--- config.mk ---
export PLATFORM = sky130hd
export DESIGN_NAME = qam_rx_ctrl
export DESIGN_NICKNAME = d
export VERILOG_FILES = /design/src/rtl/qam_rx_ctrl.sv
export SDC_FILE = /design/constraint.sdc
export NUM_CORES = 1
export LEC_CHECK = 0
export ABC_AREA = 1
export BUFFER_PORTS_ARGS = -buffer_cell sky130_fd_sc_hd__buf_2
export CAP_MARGIN = 10
export CORE_MARGIN = 4
export CORE_UTILIZATION = 45
export CTS_BUF_LIST = sky130_fd_sc_hd__clkbuf_2 sky130_fd_sc_hd__clkbuf_4 sky130_fd_sc_hd__clkbuf_8
export CTS_CLUSTER_DIAMETER = 200
export DETAILED_ROUTE_END_ITERATION = 10
export GPL_ROUTABILITY_DRIVEN = 0
export GPL_TIMING_DRIVEN = 0
export PLACE_DENSITY = 0.69
export SYNTH_ARGS = -nofsm -noshare
export SYNTH_HDL_FRONTEND = slang
export SYNTH_SLANG_ARGS = --single-unit
--- constraint.sdc ---
create_clock -name axi_clk -period 2 [get_ports axi_clk]
set_input_delay 0.2 -clock axi_clk [delete_from_list [all_inputs] [get_ports axi_clk]]
set_output_delay 0.2 -clock axi_clk [all_outputs]
set_load 0.01 [all_outputs]
--- src/rtl/qam_rx_ctrl.sv ---
// QAM receiver control: symbol strobe timing, nibble sync hunt, byte packing
// and a 2-entry AXI-stream output FIFO with a sticky overflow flag.
module qam_rx_ctrl #(
   parameter int unsigned SPS         = 8,
   parameter logic [15:0] SYNC_WORD   = 16'hA5F0,
   parameter int unsigned FRAME_BYTES = 32
) (
   input  logic       axi_clk,
   input  logic       axi_rst,
   input  logic       enable,
   input  logic [7:0] sample_phase,
   input  logic       filter_valid,
   output logic       sym_strobe,
   input  logic       nibble_valid,
   input  logic [3:0] nibble,
   output logic       m_tvalid,
   output logic [7:0] m_tdata,
   output logic       m_tlast,
   input  logic       m_tready,
   output logic       frame_lock,
   output logic       overflow
);

   localparam int               CNT_W     = (SPS > 1) ? $clog2(SPS) : 1;
   localparam logic [CNT_W-1:0] CNT_MAX   = CNT_W'(SPS - 1);
   localparam logic [8:0]       PHASE_MAX = 9'(SPS - 1);
   localparam logic [15:0]      LAST_IDX  = 16'(FRAME_BYTES - 1);

   typedef enum logic [1:0] {IDLE, HUNT, PAYLOAD} state_e;

   logic [CNT_W-1:0] cnt_q, cnt_d;
   logic [7:0]       eff_phase;
   logic             sym_strobe_q, sym_strobe_d;

   state_e           state_q, state_d;
   logic [15:0]      win_q, win_d;
   logic [15:0]      win_shift;
   logic             pair_full_q, pair_full_d;
   logic [3:0]       pair_hi_q, pair_hi_d;
   logic [15:0]      byte_cnt_q, byte_cnt_d;
   logic             wr_req;
   logic [8:0]       wr_data;

   logic [8:0]       mem_q [2];
   logic             wr_ptr_q, wr_ptr_d;
   logic             rd_ptr_q, rd_ptr_d;
   logic [1:0]       count_q, count_d;
   logic             overflow_q, overflow_d;
   logic             rd_en, wr_en;

   // NOTE: every variable written here gets a default first, so no path leaves it unassigned and no latch is inferred.
   always_comb begin
      cnt_d        = cnt_q;
      sym_strobe_d = 1'b0;
      eff_phase    = ({1'b0, sample_phase} > PHASE_MAX) ? PHASE_MAX[7:0] : sample_phase;
      if (!enable) begin
         cnt_d = '0;
      end else if (filter_valid) begin
         sym_strobe_d = (8'(cnt_q) == eff_phase);
         cnt_d        = (cnt_q == CNT_MAX) ? '0 : cnt_q + CNT_W'(1);
      end
   end

   assign win_shift = {win_q[11:0], nibble};

   always_comb begin
      state_d     = state_q;
      win_d       = win_q;
      pair_full_d = pair_full_q;
      pair_hi_d   = pair_hi_q;
      byte_cnt_d  = byte_cnt_q;
      wr_req      = 1'b0;
      wr_data     = '0;
      if (!enable) begin
         state_d     = IDLE;
         win_d       = '0;
         pair_full_d = 1'b0;
         pair_hi_d   = '0;
         byte_cnt_d  = '0;
      end else begin
         unique case (state_q)
            IDLE: state_d = HUNT;
            HUNT: begin
               if (nibble_valid) begin
                  win_d = win_shift;
                  if (win_shift == SYNC_WORD) begin
                     state_d     = PAYLOAD;
                     win_d       = '0;
                     byte_cnt_d  = '0;
                     pair_full_d = 1'b0;
                  end
               end
            end
            PAYLOAD: begin
               if (nibble_valid) begin
                  if (!pair_full_q) begin
                     pair_full_d = 1'b1;
                     pair_hi_d   = nibble;
                  end else begin
                     pair_full_d = 1'b0;
                     wr_req      = 1'b1;
                     wr_data     = {byte_cnt_q == LAST_IDX, pair_hi_q, nibble};
                     // Dropped bytes still count, so the frame keeps its length.
                     if (byte_cnt_q == LAST_IDX) begin
                        state_d    = HUNT;
                        byte_cnt_d = '0;
                     end else begin
                        byte_cnt_d = byte_cnt_q + 16'd1;
                     end
                  end
               end
            end
            default: state_d = IDLE;
         endcase
      end
   end

   // A full FIFO still accepts a write when its head leaves in the same cycle.
   assign rd_en = (count_q != 2'd0) && m_tready;
   assign wr_en = wr_req && ((count_q != 2'd2) || rd_en);

   always_comb begin
      wr_ptr_d   = wr_ptr_q ^ wr_en;
      rd_ptr_d   = rd_ptr_q ^ rd_en;
      overflow_d = overflow_q | (wr_req & ~wr_en);
      count_d    = count_q;
      unique case ({wr_en, rd_en})
         2'b10:   count_d = count_q + 2'd1;
         2'b01:   count_d = count_q - 2'd1;
         default: count_d = count_q;
      endcase
   end

   // NOTE: state uses non-blocking assignments so every flop samples the pre-edge values.
   always_ff @(posedge axi_clk or posedge axi_rst) begin
      if (axi_rst) begin
         cnt_q        <= '0;
         sym_strobe_q <= 1'b0;
         state_q      <= IDLE;
         win_q        <= '0;
         pair_full_q  <= 1'b0;
         pair_hi_q    <= '0;
         byte_cnt_q   <= '0;
         wr_ptr_q     <= 1'b0;
         rd_ptr_q     <= 1'b0;
         count_q      <= '0;
         overflow_q   <= 1'b0;
      end else begin
         cnt_q        <= cnt_d;
         sym_strobe_q <= sym_strobe_d;
         state_q      <= state_d;
         win_q        <= win_d;
         pair_full_q  <= pair_full_d;
         pair_hi_q    <= pair_hi_d;
         byte_cnt_q   <= byte_cnt_d;
         wr_ptr_q     <= wr_ptr_d;
         rd_ptr_q     <= rd_ptr_d;
         count_q      <= count_d;
         overflow_q   <= overflow_d;
      end
   end

   // NOTE: FIFO storage is not reset; the outputs are gated by m_tvalid, so stale entries are never visible.
   always_ff @(posedge axi_clk) begin
      if (wr_en) mem_q[wr_ptr_q] <= wr_data;
   end

   assign sym_strobe = sym_strobe_q;
   assign m_tvalid   = (count_q != 2'd0);
   assign m_tdata    = m_tvalid ? mem_q[rd_ptr_q][7:0] : 8'h00;
   assign m_tlast    = m_tvalid & mem_q[rd_ptr_q][8];
   assign frame_lock = (state_q == PAYLOAD);
   assign overflow   = overflow_q;

endmodule

### Word level (Yosys, flattened, before mapping)

Memories as Yosys holds them, arrays and structs flattened.
Index checks and enable logic that the tools add are counted.

* register bits: 44
* bits of input ports: 18
* output and inout bits: 13
* memory bits (writable): 18
* memories: 1

* multiplexer cells: 46
* bitwise operators: 6
* magnitude comparators: 1
* equal/unequal tests: 20
* add/subtract/negate cells: 4
* reductions and logical operators: 11

Memory list
* mem_q: depth 2, bits a word 9, read ports 1, clocked after Yosys merged registers in 0, write ports 1, line 44 `logic [8:0] mem_q [2];`

Operators with widths (number)
* $mux W16: 6
* $mux W12: 4
* $mux W9: 4
* $pmux W16 S2: 1
* $add A16 B1 Y16 const B: 1
* $eq A16 B16 Y1 const B: 1
* $eq A16 B5 Y1 const B: 1
* $mux W4: 4
* $mux W8: 2
* $mux W1: 13
* $mux W2: 6
* $reduce_and A5 Y1: 2
* $mux W3: 3
* $ne A3 B3 Y1 const B: 3
* $eq A3 B8 Y1: 1
* $gt A8 B3 Y1 const B: 1
* $ne A2 B1 Y1 const B: 4
* $ne A3 B2 Y1 const B: 2
* $pmux W2 S3: 1
* $eq A2 B1 Y1 const B: 2
* $eq A2 B2 Y1 const B: 2
* $ne A2 B2 Y1 const B: 2
* $pmux W2 S2: 1
* $reduce_and A4 Y1: 1
* other kinds (16): 20

### Logic depth before layout (Yosys ltp)

* word-level depth: 8
* mapped depth: 12

### Worst setup path before layout

Ideal clock, no wire load.

* path type: register to register
* start: register state_q[0]
* end: register count_q[1]
* required time: 1.869 ns
* stages on the path, launching flop included: 13
* clock period less this slack: 1.981 ns
* arrival: 1.850 ns
* path buffers: 0
* path slack: 0.019 ns
* setup time: 0.131 ns
* path through: dfrtp_1 inv_2 nand2_4 nor2_4 inv_2 nor3_1 inv_2 nor2_1 inv_1 ha_1 a21oi_1 o21ai_0 xor2_1

* word-level cells in the longest chain between the ends: 6
* elaborated cells on any way between the ends: 8

RTL lines
* start: declaration: line 35 `state_e state_q, state_d;`
* start signal: assignment: line 151 `state_q <= state_d;`
* $eq A2 B2 Y1 *: line 81 `unique case (state_q)`
* $mux W1 *: line 81
* $mux W1 *: line 74 `if (!enable) begin`
* $logic_and A1 B1 Y1 *: line 120 `assign wr_en = wr_req && ((count_q != 2'd2) || rd_en);`
* $eq A2 B1 Y1 or $eq A2 B2 Y1 (tied branches): line 127 `unique case ({wr_en, rd_en})`
* $pmux W2 S2 or $reduce_bool A2 Y1 (tied branches)
* end signal: assignment: line 158 `count_q <= count_d;`
* end: declaration: line 47 `logic [1:0] count_q, count_d;`

Mark *: on every way between the ends. The rest lies on a longest branch, timed or not.
A chain may end at the register's enable or synchronous reset.

### Worst setup path after layout

Ends and elaborated chain as after synthesis.

==> out/results.txt <==
Mapped Area - 3329 µm²
Most frequent cells in the layout - nand2_1, nor2_1, inv_1
Post-Syn Area per Cell - 7.761 µm²
Worst slack at placement - -276.1 ps
Final hold violations - 0
Outcome - completed
Pwr/cell area - 997.6 nW/µm²
Leakage power - 1.881 nW
Vias - 2826
CORE AREA - 7214 µm²
Final WS setup - 125.9 ps
DP Cell Count - 558
Initial antenna violation count - 0
Initial DRC Count - 155
Count of final max-slew check failures - 0
Diode count - 0
H-tree Lvls - 3
Setup CP Type - flip-flop to flip-flop
Max VDD drop - 0.4586 mV
Slew margin rel. - 0.6739
Worst EP required - 2220 ps
Cell variety after synth - 31
Nets@finish - 498
Fin crit period - 1874 ps
Commonest non-fill, non-tap cell in the layout - nand2_1
Die ar. - 8839 µm²
Largest net degree at the start of global routing - 34
Area after DPL - 3618 µm²
FP Rows - 31
Chip width - 94.02 µm
Post-synthesis register bit count - 62
Worst clock skew - 9.455 ps
Drt drc - 0
Routed length per placed instance - 12.02 µm
Final wirelength - 6945 µm
# port buffers - 29
Vias per cell - 4.889
Initial Util - 0.4615
Final std cells w/o fill - 578
Final setup viols - 0
Worst Setup End Kind - flip-flop
CP max stage cell - dfrtp_1
Worst slew pin tran - 489.2 ps
ANT nets after route - 0
Root buf cell - clkbuf_8
Sequential share of the synthesized area - 0.4930
Mapped Cells - 429
Syn Nets - 453
Max Cap Viol - 0
Reg clk slew, reported paths - 70 ps
Vias in the first global route - 2616
Slowest stage delay, CP - 400 ps
Global-route wire length before repair - 11900 µm
Grt total ovfl - 0
Fraction of layout cells with a size suffix above 1 - 0.1608
Final HPWL from detailed placement - 5034 µm
Min-Delay Path Class - input port to flip-flop
# IOs - 31
Post-route core utilization - 0.5420
GRT Util Overall - 0.1715
Layout fillers - 714
Startpoint types - flip-flop
Crit-path cells - inv_2 > nand2_4 > nor2_4 > inv_2 > nor3_4 > inv_4 > nor2_4 > inv_1 > ha_4 > a21oi_2 > o21ai_1 > xor2_1
Num CTS Buffers - 9
Critical Path AT - 2100 ps
Area growth syn-to-layout - 17.44%
Yosys warns - 0
CTS tree - built
Clock Tree Buf Depth - 2
Clock Sinks - 62
Worst skew pair latency - 350 ps
Critical path peak fanout - 6
Die Span Y - 94.02 µm
Initial DRT Pass Iterations - 5
Highest clock rate - 0.5336 GHz
Final period util - 0.9370
Cell area after layout - 3910 µm²
-- layout make-up --
type / count / area (µm²) / share of cell area
clock inverters: 6 / 85.08 / 0.02176
inverters: 56 / 215.2 / 0.05504
flip-flops and latches: 62 / 1642 / 0.4198
plain buffers: 9 / 57.56 / 0.01472
multi-input cells: 302 / 1458 / 0.3728
repair buffers: 34 / 197.7 / 0.05056
clock buffers: 10 / 131.4 / 0.03360
well taps: 99 / 123.9 / 0.03168
-- where the power goes --
part           total (mW)  switching [mW]  internal, mW
clock network        1.22           0.505         0.713
logic                1.13           0.725         0.403
registers            1.55           0.113          1.44
-- routing by layer --
metal  global-route usage  part of all wire
met1               0.2260              0.48
met2               0.2661              0.46
met3              0.04487             0.048
met4              0.07461             0.017
met5                    0                 0
-- stage by stage --
stage          hold slack [ps]  setup TNS (ps)  total power, mW
2_1_floorplan            309.6               0            2.323
3_3_place_gp             435.9           -3391            2.629
3_5_place_dp             159.2           -4077            2.670
4_1_cts                  92.47               0            3.907
5_1_grt                  103.5          -2.612            4.141
6_report                 101.4               0            3.901
-- final timing paths --
path                             from       endpoint  slack, ps  cells past startpoint
min                         nibble[2]       win_q[2]        100                      3
max in group asynchronous     axi_rst       win_q[6]       1190                      4
min reg2reg                  overflow       overflow        460                      1
min in group asynchronous     axi_rst  byte_cnt_q[9]        340                      3
max reg2reg                state_q[0]     count_q[1]        130                     12
max                        state_q[0]     count_q[1]        130                     12
-- synthesized netlist by cell type, drive strengths merged --
library cell | count | area [µm²]
nor4 | 1 | 6.260
a21oi | 15 | 93.85
o21ai | 16 | 80.08
a21o | 1 | 7.510
buf | 5 | 42.53
ha | 6 | 75.07
o21bai | 3 | 22.52
nand4 | 12 | 75.07
nor2 | 62 | 245.2
clkinv | 1 | 3.750
inv | 55 | 209.0
edfxtp | 18 | 540.5
xor2 | 5 | 43.79
xnor2 | 1 | 8.760
o31ai | 1 | 12.51
or2 | 2 | 12.51
nand3 | 37 | 185.2
nor3 | 7 | 35.03
dfrtp | 44 | 1101
nand2 | 133 | 514.2
clkbuf | 4 | 15.01
-- registers in the layout (all words and copies together) (netlist names), 2 cells and up --
register / count
win_q: 12
byte_cnt_q: 16
pair_hi_q: 4
mem_q: 18
cnt_q: 3
count_q: 2
state_q: 2
-- what timing repair did --
| item | CTS | global route |
|---|---|---|
| setup endpoints to repair | 20 | 19 |
| hold buffers | 1 | 0 |
| buffers inserted | 0 | 3 |
| resized for setup | 5 | 5 |
| hold endpoints to repair | 11 | 0 |
| pin swaps | 0 | 1 |
-- cell families after synthesis --
logic type | Yosys count | synth area share
and+or+nand+nor | 254 | 0.3224
adders and majority gates | 6 | 0.02255
buffers and inverters | 65 | 0.08117
xor gates and xnor gates | 6 | 0.01578
AOI/OAI and AO/OA | 36 | 0.06502
DFF | 62 | 0.4930
-- worst max-delay path: cells and delay by family (launching register included) --
kind | cells | cell delay [ps]
simple gates | 4 | 520
flops | 1 | 400
xor+xnor | 1 | 150
compound gates | 2 | 170
fa+ha+maj | 1 | 220
buf+inv | 4 | 310
Note: power is estimated with default switching activity, not from simulation.
